File: config.mk
export PLATFORM = sky130hd
export DESIGN_NAME = mem_access_ctrl_flat
export DESIGN_NICKNAME = d
export VERILOG_FILES = /design/src/rtl/mem_access_ctrl_if.sv /design/src/rtl/mem_access_ctrl.sv /design/src/flat_wrapper.sv
export SDC_FILE = /design/constraint.sdc
export NUM_CORES = 1
export LEC_CHECK = 0
export ABC_AREA = 1
export CAP_MARGIN = 20
export CELL_PAD_IN_SITES_DETAIL_PLACEMENT = 1
export CELL_PAD_IN_SITES_GLOBAL_PLACEMENT = 2
export CORE_MARGIN = 8
export CORE_UTILIZATION = 26
export DETAILED_ROUTE_END_ITERATION = 12
export HOLD_SLACK_MARGIN = 0.03
export PLACE_DENSITY = 0.95
export REMOVE_ABC_BUFFERS = 1
export SLEW_MARGIN = 20
export SYNTH_ARGS = -nofsm -noshare
export SYNTH_HDL_FRONTEND = slang
export SYNTH_SLANG_ARGS = --single-unit
File: constraint.sdc
create_clock -name Clk -period 8.3 [get_ports Clk]
set_input_delay 1.66 -clock Clk [delete_from_list [all_inputs] [get_ports Clk]]
set_output_delay 1.66 -clock Clk [all_outputs]
set_load 0.05 [all_outputs]
File: src/rtl/mem_access_ctrl_if.sv
// Memory beat bus between the MEM-stage access controller and memory.
// The controller is master; memory answers each beat with mem_ready.
interface mem_access_ctrl_if;
    logic        mem_req;
    logic        mem_we;
    logic [31:0] mem_addr;
    logic [31:0] mem_wdata;
    logic        mem_ready;
    logic [31:0] mem_rdata;

    modport master (
        output mem_req,
        output mem_we,
        output mem_addr,
        output mem_wdata,
        input  mem_ready,
        input  mem_rdata
    );

    modport slave (
        input  mem_req,
        input  mem_we,
        input  mem_addr,
        input  mem_wdata,
        output mem_ready,
        output mem_rdata
    );
endinterface

File: src/rtl/mem_access_ctrl.sv
// MEM-stage access controller: turns 32-bit loads/stores and 64-bit
// stores into one or two memory beats, stalling the pipeline meanwhile.
module mem_access_ctrl #(
    parameter int TIMEOUT = 15
) (
    input  logic                      Clk,
    input  logic                      Reset,
    input  logic                      MemRead,
    input  logic                      MemWrite,
    input  logic                      MemWrite64,
    input  logic [31:0]               Adrs_MEM,
    input  logic [31:0]               Rt_data_MEM,
    input  logic [63:0]               Rt_data64_MEM,
    mem_access_ctrl_if.master         mem,
    output logic                      Stall,
    output logic [31:0]               Load_data,
    output logic                      Load_valid,
    output logic                      Err
);

    localparam int CW = (TIMEOUT < 16) ? 4 : $clog2(TIMEOUT + 1);
    localparam logic [CW-1:0] TMO = CW'(TIMEOUT);

    typedef enum logic [1:0] {
        IDLE    = 2'd0,
        BEAT_LO = 2'd1,
        BEAT_HI = 2'd2,
        DONE    = 2'd3
    } state_t;

    state_t        state;
    logic [CW-1:0] wait_cnt;
    logic [31:0]   hi_data;
    logic          is_load;
    logic          is_wide;

    logic          req_valid;
    logic          multi_req;
    logic          misaligned;
    logic          beat_timeout;

    // Request decode and the wait-limit test for the current beat.
    always_comb begin
        req_valid    = MemRead | MemWrite | MemWrite64;
        multi_req    = (MemRead & MemWrite)
                     | (MemRead & MemWrite64)
                     | (MemWrite & MemWrite64);
        misaligned   = MemWrite64 ? (Adrs_MEM[2:0] != 3'd0)
                                  : (Adrs_MEM[1:0] != 2'd0);
        beat_timeout = ((wait_cnt + CW'(1)) == TMO);
    end

    // Stall is combinational so the pipeline freezes in the request cycle.
    always_comb begin
        Stall = 1'b0;
        unique case (state)
            IDLE:    Stall = req_valid;
            BEAT_LO: Stall = 1'b1;
            BEAT_HI: Stall = 1'b1;
            DONE:    Stall = 1'b0;
        endcase
    end

    // Access FSM with registered bus outputs and one-cycle status pulses.
    always_ff @(posedge Clk or posedge Reset) begin
        if (Reset) begin
            state         <= IDLE;
            wait_cnt      <= '0;
            hi_data       <= '0;
            is_load       <= 1'b0;
            is_wide       <= 1'b0;
            mem.mem_req   <= 1'b0;
            mem.mem_we    <= 1'b0;
            mem.mem_addr  <= '0;
            mem.mem_wdata <= '0;
            Load_data     <= '0;
            Load_valid    <= 1'b0;
            Err           <= 1'b0;
        end else begin
            Load_valid <= 1'b0;
            Err        <= 1'b0;
            unique case (state)
                IDLE: begin
                    if (req_valid) begin
                        if (multi_req || misaligned) begin
                            state <= DONE;
                            Err   <= 1'b1;
                        end else begin
                            state         <= BEAT_LO;
                            wait_cnt      <= '0;
                            mem.mem_req   <= 1'b1;
                            mem.mem_we    <= ~MemRead;
                            mem.mem_addr  <= Adrs_MEM;
                            mem.mem_wdata <= MemWrite64
                                           ? Rt_data64_MEM[31:0]
                                           : Rt_data_MEM;
                            hi_data       <= Rt_data64_MEM[63:32];
                            is_load       <= MemRead;
                            is_wide       <= MemWrite64;
                        end
                    end
                end
                BEAT_LO: begin
                    if (mem.mem_ready) begin
                        wait_cnt <= '0;
                        if (is_wide) begin
                            state         <= BEAT_HI;
                            mem.mem_addr  <= mem.mem_addr + 32'd4;
                            mem.mem_wdata <= hi_data;
                        end else begin
                            state       <= DONE;
                            mem.mem_req <= 1'b0;
                            if (is_load) begin
                                Load_data  <= mem.mem_rdata;
                                Load_valid <= 1'b1;
                            end
                        end
                    end else if (beat_timeout) begin
                        state       <= DONE;
                        wait_cnt    <= '0;
                        mem.mem_req <= 1'b0;
                        Err         <= 1'b1;
                    end else begin
                        wait_cnt <= wait_cnt + CW'(1);
                    end
                end
                BEAT_HI: begin
                    if (mem.mem_ready) begin
                        state       <= DONE;
                        wait_cnt    <= '0;
                        mem.mem_req <= 1'b0;
                    end else if (beat_timeout) begin
                        state       <= DONE;
                        wait_cnt    <= '0;
                        mem.mem_req <= 1'b0;
                        Err         <= 1'b1;
                    end else begin
                        wait_cnt <= wait_cnt + CW'(1);
                    end
                end
                DONE: begin
                    state <= IDLE;
                end
            endcase
        end
    end

endmodule

File: src/flat_wrapper.sv
// flat-port wrapper written by rule: the top's interface ports become plain ports
module mem_access_ctrl_flat 
#(
    parameter int TIMEOUT = 15
)
  (Clk, Reset, MemRead, MemWrite, MemWrite64, Adrs_MEM, Rt_data_MEM, Rt_data64_MEM, Stall, Load_data, Load_valid, Err, mem_mem_req, mem_mem_we, mem_mem_addr, mem_mem_wdata, mem_mem_ready, mem_mem_rdata);
  mem_access_ctrl_if mem_i ();
  input  logic Clk;
  input  logic Reset;
  input  logic MemRead;
  input  logic MemWrite;
  input  logic MemWrite64;
  input  logic [31:0] Adrs_MEM;
  input  logic [31:0] Rt_data_MEM;
  input  logic [63:0] Rt_data64_MEM;
  output logic Stall;
  output logic [31:0] Load_data;
  output logic Load_valid;
  output logic Err;
  output wire logic [$bits(mem_i.mem_req)-1:0] mem_mem_req;
  output wire logic [$bits(mem_i.mem_we)-1:0] mem_mem_we;
  output wire logic [$bits(mem_i.mem_addr)-1:0] mem_mem_addr;
  output wire logic [$bits(mem_i.mem_wdata)-1:0] mem_mem_wdata;
  input wire logic [$bits(mem_i.mem_ready)-1:0] mem_mem_ready;
  input wire logic [$bits(mem_i.mem_rdata)-1:0] mem_mem_rdata;
  assign mem_mem_req = mem_i.mem_req;
  assign mem_mem_we = mem_i.mem_we;
  assign mem_mem_addr = mem_i.mem_addr;
  assign mem_mem_wdata = mem_i.mem_wdata;
  assign mem_i.mem_ready = mem_mem_ready;
  assign mem_i.mem_rdata = mem_mem_rdata;
  mem_access_ctrl #(.TIMEOUT(TIMEOUT)) u_core (.Clk(Clk), .Reset(Reset), .MemRead(MemRead), .MemWrite(MemWrite), .MemWrite64(MemWrite64), .Adrs_MEM(Adrs_MEM), .Rt_data_MEM(Rt_data_MEM), .Rt_data64_MEM(Rt_data64_MEM), .mem(mem_i), .Stall(Stall), .Load_data(Load_data), .Load_valid(Load_valid), .Err(Err));
endmodule
; After elaboration in Yosys (flattened, before gate mapping)
; Cells that the tools add are included.
[totals]
ff_bits = 140
in_bits = 166
output_inout_bits = 101
[classes]
n_addsub = 2
n_eq_ne = 9
muxes = 41
n_bitwise = 10
n_reduce_logical = 13
[op_table]
columns = operator, n
row1 = $mux W32, 9
row2 = $pmux W32 S2, 2
row3 = $add A32 B3 Y32 const B, 1
row4 = $mux W1, 16
row5 = $mux W4, 4
row6 = $mux W2, 5
row7 = $pmux W2 S4, 1
row8 = $pmux W4 S2, 1
row9 = $reduce_and A4 Y1, 2
row10 = $pmux W1 S3, 2
row11 = $reduce_and A3 Y1, 2
row12 = $reduce_bool A2 Y1, 3
row13 = $reduce_bool A3 Y1, 2
row14 = $reduce_and A5 Y1, 1
row15 = $add A4 B1 Y4 const B, 1
row16 = $eq A2 B2 Y1 const B, 2
row17 = $eq A4 B4 Y1 const B, 1
row18 = $ne A2 B1 Y1 const B, 2
row19 = $ne A2 B2 Y1 const B, 2
row20 = $or A1 B1 Y1, 4
row21 = $and A1 B1 Y1, 3
row22 = $ne A3 B3 Y1 const B, 1
row23 = $not A1 Y1, 3
row24 = $eq A2 B1 Y1 const B, 1
row25 = other kinds (4), 4

; Logic depth before layout (Yosys ltp)
; Gate-level depths: netlist (run 1).
[logic_depth]
word_depth = 7
ltp_mapped = 12
depth_no_buf = 11

; Least setup slack after synthesis (run 1)
; OpenSTA, ideal clock, no wires.
[synth_timing]
kind = in2out
from = input MemWrite64
to = output Stall
t_arrival_ns = 2.486
setup_slack_ns = 4.154
stages = 4
cell_sequence = buf_4 > inv_2 > a21oi_2 > o21bai_1
[synth_via]
elab_chain_cells = 2
[synth_rtl]
columns = item, line
row1 = "start, declared", flat_wrapper.sv:12  ; input logic MemWrite64;
row2 = $or A1 B1 Y1, mem_access_ctrl.sv:44  ; req_valid = MemRead | MemWrite | MemWrite64;
row3 = $pmux W1 S3, mem_access_ctrl.sv:56  ; unique case (state)
row4 = "end, declared", flat_wrapper.sv:16  ; output logic Stall;
; Every way passes these cells.

; Worst setup path after layout (run 1)
; Ends and elaborated chain as after synthesis.

==> results.cfg, run 1 <==
[clock_tree]
cts.clk_slew.worst_paths_ns = 0.07
cts_hold_buf = 0
postCtsSetupRepairBufs = 0
clk_latency_ns = 0.42
numClockSinks = 140
root_buffer = clkbuf_16
htreeDepth = 4
cts_buffers = 17
cts_buffer_depth = 2
cts_tree = built
cts_resized = 0

[logic_synthesis]
synth_cell_type_count = 29
synth_area_um2 = 7390
yosysWarnings = 0
synth_seq_cells = 140
synthCells = 1041
ys_seq_area_share_pct = 47.4
syn-mean-instance-area_um2 = 7.10

[finish]
ff_latch_area_um2 = 3500
n_fill_cell = 3448
diodes = 0
nets = 1460
multi_input_area_um2 = 3450
final_util_pct = 39.2
drive_above_1_share_pct = 6.47
syn_to_final_growth_pct = 48.0

[min_path]
worstHoldPathCells = 2
holdPathEnd = u_core.mem.mem_addr[1]$_DFFE_PP0P_
hold_start = u_core.mem.mem_addr[1]$_DFFE_PP0P_
hp-class = register to register

[placed_design]
port_buffers = 266
finalWeightedCongestion = 0.763
dp_hpwl_mm = 20.8

[worst_setup_path]
reg2reg_from = u_core.state[1]$_DFFE_PP0N_
r2r_cells = 11
criticalPathCategory = input port to output pin
cp-end-kind = output pin
path_max_fanout = 35
timing.rr.end = u_core.mem.mem_addr[8]$_DFFE_PP0P_
startpoint_type = input port
r2r_slack_ns = 4.50
cp.arrival_ns = 4.21
cp.required_ns = 6.64

[power]
ir_drop_uv = 215
power_uw = 4560
p_per_area_nw_per_um2 = 417
leakage_uw = 0.00513

[floorplanning]
dieHeight_um = 185
start_util_pct = 26.5
core_area_um2 = 27900
rows = 61
io_pins = 267
fp.dieW_um = 185
die_area_um2 = 34100

[run]
max_cap_viol_count = 0

[sta]
report.final.hold_viol_count = 0
finClkSkew_ns = 0.0175
relSlewSlack_pct = 30.6
setup_viol = 0
finalSetupTns_ns = 0
slew_viol_final = 0
tightest_slew_ns = 1.04
final.period_utilization_pct = 70.8
rsz0062_at_grt = no
clock.fmax_mhz = 170
period_minus_slack_ns = 5.87

[routing]
ant_nets = 0
drt_iter0_drc = 308
avgRoutedWirePerCell_um = 16.9
drcViolationCount = 0
vias = 7578
vias_per_cell = 4.52
drt_wl_total_mm = 28.3
drt_pass1_iterations = 4

[global_routing]
antenna_found_initial = 1
grt_pass1_vias = 8330
grt_start_max_net_pins = 106
grt_pass1_wl_mm = 45.4
gr-total-overflow = 0
grt_usage_pct = 16.7

[run_status]
outcome = finished clean
-- where the power goes --
part,switching (uW),internal (uW)
Sequential,265,1010
Combinational,1690,837
Clock,364,403
Total,2320,2250
-- cell usage after synthesis, drive strengths merged --
master / n / share of area, %
ha: 7 / 1.2
o21bai: 4 / 0.41
o21a: 2 / 0.20
o21ai: 50 / 3.4
inv: 55 / 2.8
a21oi: 3 / 0.25
a31o: 32 / 3.8
nor2: 120 / 6.3
clkbuf: 17 / 0.86
xor2: 1 / 0.12
nand3b: 2 / 0.20
nand3: 46 / 3.2
or2: 3 / 0.25
nand4: 6 / 0.71
buf: 29 / 2.3
nand2: 524 / 27
dfrtp: 140 / 47
-- flip-flops by register name, indices dropped and copies added, names as in the netlist --
name,flops
u_core.hi_data,32
u_core.Err,1
u_core.state,2
u_core.wait_cnt,4
u_core.Load_valid,1
u_core.is_load,1
u_core.mem.mem_we,1
u_core.Load_data,32
u_core.mem.mem_wdata,32
u_core.is_wide,1
u_core.mem.mem_addr,32
u_core.mem.mem_req,1
-- routing by layer --
metal,global-route usage [%],wire length [um]
met2,28.9,13900
met5,0,13
met4,4.52,454
met1,19.2,11600
met3,5.99,2250
-- kinds of logic (layout without fill, tap and decap cells) --
family                   after synthesis  count (layout)  synth area share, %
XOR/XNOR                               1               1                0.119
AND/OR/NAND/NOR                      701             701                 37.3
adder cells (fa/ha/maj)                7               7                 1.19
AO/OA/AOI/OAI                         91              91                 8.04
flip-flops                           140             140                 47.4
buffers and inverters                101             359                 5.96
-- critical path, cell delays in order --
cell and delay, ns:
clkdlybuf4s50_1 0.45, buf_4 0.35, inv_2 0.40, a21oi_2 0.33, o21bai_1 0.15, clkdlybuf4s50_1 0.83
-- per-stage QoR --
stage / hold WS [ns] / setup slack (ns) / cell area (um2) / instances
5_1_grt: 0.494 / 2.29 / 10900 / 1677
6_report: 0.470 / 2.43 / 10900 / 1677
2_1_floorplan: 0.450 / 2.89 / 7150 / 995
4_1_cts: 0.475 / 2.40 / 10900 / 1677
3_3_place_gp: 0.453 / 2.45 / 10300 / 1646
3_5_place_dp: 0.457 / 2.41 / 10300 / 1646
-- final cells by class --
class / instances / share of cell area [%]
sequential: 140 / 32.0
multi-input combinational: 800 / 31.5
timing repair buffer: 273 / 24.9
tap: 378 / 4.33
clock buffer: 17 / 3.89
inverter: 55 / 1.93
clock inverter: 14 / 1.38
-- cell usage in the layout, fill, tap and decap left out --
cell type / synthesis / layout
a21oi_1: 2 / 2
a21oi_2: 1 / 1
a31o_2: 32 / 32
buf_4: 6 / 5
buf_6: 2 / 2
clkbuf_16: 0 / 17
clkdlybuf4s50_1: 0 / 266
clkinv_4: 0 / 1
clkinv_8: 0 / 2
clkinvlp_4: 0 / 1
dfrtp_1: 140 / 140
ha_1: 7 / 6
ha_2: 0 / 1
inv_1: 52 / 51
inv_2: 3 / 3
inv_6: 0 / 5
inv_8: 0 / 6
nand2_1: 523 / 523
nand2_2: 1 / 1
nand3_1: 45 / 45
nand3_2: 1 / 1
nand3b_1: 2 / 2
nand4_1: 5 / 5
nand4_4: 1 / 1
nor2_1: 117 / 117
nor2_2: 2 / 2
nor2_4: 1 / 1
o21a_1: 2 / 2
o21ai_0: 41 / 41
o21ai_1: 9 / 9
o21bai_1: 4 / 4
or2_1: 1 / 1
or2_2: 2 / 2
xor2_1: 1 / 1
-- worst max-delay path by stage --
stage	from	endpoint	slack (ns)	depth (start not counted)
after floorplan	Reset	u_core.Err$_DFF_PP0_	2.89	1
after global placement	MemWrite64	Stall	2.45	6
after detailed placement	MemWrite64	Stall	2.41	6
after CTS	MemWrite64	Stall	2.40	6
after global routing	MemWrite64	Stall	2.29	6
final	MemWrite64	Stall	2.43	6
(Power assumes the default switching activity.)
==> run 2: changes to the inputs <==
- CORE_UTILIZATION: 26 -> 24
- PLACE_DENSITY: 0.95 -> 0.91
- clock period: 8.3 -> 6 ns (I/O delays scaled with it)
==> run 2 against run 1 <==
Routed wire length up 1.9%. Largest cell class unchanged. Die area is 7.6% higher. Worst hold slack gained 0.0061 ns.
==> results.cfg, run 2 (synthesized netlist as in run 1, its figures left out) <==
[run_status]
outcome = finished clean

[floorplanning]
dieHeight_um = 191
fp.dieW_um = 191
die_area_um2 = 36700
rows = 64
io_pins = 267
start_util_pct = 24.3
core_area_um2 = 30400

[worst_setup_path]
startpoint = MemWrite64
worst_path_max_delay_cell = inv_2
cp.arrival_ns = 2.74
startpoint_type = input port
path_max_fanout = 35
cp.required_ns = 4.80
cpPeakStageDelay_ns = 0.51
reg2reg_from = u_core.state[1]$_DFFE_PP0N_
cp-end-kind = output pin
criticalPathCategory = input port to output pin
cp_cell_sequence = clkdlybuf4s50_1 > inv_2 > a21oi_2 > o21bai_1 > buf_4

[clock_tree]
root_buffer = clkbuf_16
cts_buffer_depth = 2
htreeDepth = 4
numClockSinks = 140
cts.clk_slew.worst_paths_ns = 0.07
clk_latency_ns = 0.43
postCtsSetupRepairBufs = 0
cts_resized = 0
cts_buffers = 17
cts_hold_buf = 0
cts_tree = built

[placed_design]
place_area_um2 = 10400
finalWeightedCongestion = 0.788
dp_hpwl_mm = 21.4
port_buffers = 266
dpl_worst_slack_ns = 1.55

[finish]
drive_above_1_share_pct = 6.69
final_util_pct = 36.1
final_common_cell = nand2_1
final_cell_mix = nand2_1, clkdlybuf4s50_1, dfrtp_1
nets = 1461
syn_to_final_growth_pct = 48.7
final_area_um2 = 11000

[sta]
finClkSkew_ns = 0.0141
rsz0062_at_grt = no
finalSetupTns_ns = 0
final.period_utilization_pct = 65.6
relSlewSlack_pct = 38.0
report.final.hold_viol_count = 0
setup_viol = 0
finalWorstSetupSlack_ns = 2.06
clock.fmax_mhz = 254
slew_viol_final = 0
tightest_slew_ns = 0.929
period_minus_slack_ns = 3.94

[routing]
drcViolationCount = 0
ant_nets = 0
drt_pass1_iterations = 6
vias_per_cell = 4.47
drt_wl_total_mm = 28.8
avgRoutedWirePerCell_um = 17.0
drt_iter0_drc = 318
vias = 7584

[global_routing]
grt_pass1_vias = 8381
grt_start_max_net_pins = 67
grt_pass1_wl_mm = 45.8
gr-total-overflow = 0
antenna_found_initial = 3
grt_usage_pct = 15.8

[power]
leakage_uw = 0.00514
p_per_area_nw_per_um2 = 576
ir_drop_uv = 239

[min_path]
hp-class = register to register
hold_start = u_core.mem.mem_addr[1]$_DFFE_PP0P_

[run]
max_cap_viol_count = 0
==> run 2: per-layer routing <==
layer,vias to the layer above,GRT usage (%),share of wire (%)
met2,194,26.7,48
li1,3741,-,-
met5,-,0,0.094
met4,4,4.44,1.5
met3,30,6.04,8.5
met1,3615,18.3,42
==> run 2: final cells by class <==
type                    instances  area, um2
repair buffers                274       2730
fillers                      3745      19400
inverters                      55        213
diodes                          1       2.50
well taps                     396        495
flip-flops and latches        140       3500
multi-input cells             800       3450
clock inverters                15        173
clock buffers                  17        425
==> run 2: critical path: cells and delay by family <==
| kind | cells | cell delay (ns) |
|---|---|---|
| buf+inv | 3 | 1.14 |
| compound gates | 2 | 0.38 |
==> run 2: worst paths after layout <==
| kind | end | slack (ns) | cells after the start |
|---|---|---|---|
| max in group asynchronous | u_core.hi_data[19]$_DFFE_PP0P_ | 3.72 | 3 |
| hold reg to reg | u_core.mem.mem_addr[1]$_DFFE_PP0P_ | 0.48 | 2 |
| hold / removal | u_core.mem.mem_addr[1]$_DFFE_PP0P_ | 0.48 | 2 |
| min in group asynchronous | u_core.Load_valid$_DFF_PP0_ | 1.21 | 2 |
| setup reg to reg | u_core.mem.mem_addr[10]$_DFFE_PP0P_ | 2.16 | 9 |
| setup / recovery | Stall | 2.06 | 5 |
==> run 2: report_power, final <==
part           switching (uW)  internal [uW]
Clock                     517            562
Sequential                369           1390
Combinational            2340           1150
Total                    3230           3110
==> run 2: stage by stage <==
stage	hold slack [ns]	total power, uW	cells
final	0.476	6330	1698
after global routing	0.496	6790	1698
after CTS	0.479	6440	1696
after detailed placement	0.461	5320	1664
after global placement	0.453	5230	1664
after floorplan	0.450	3990	995
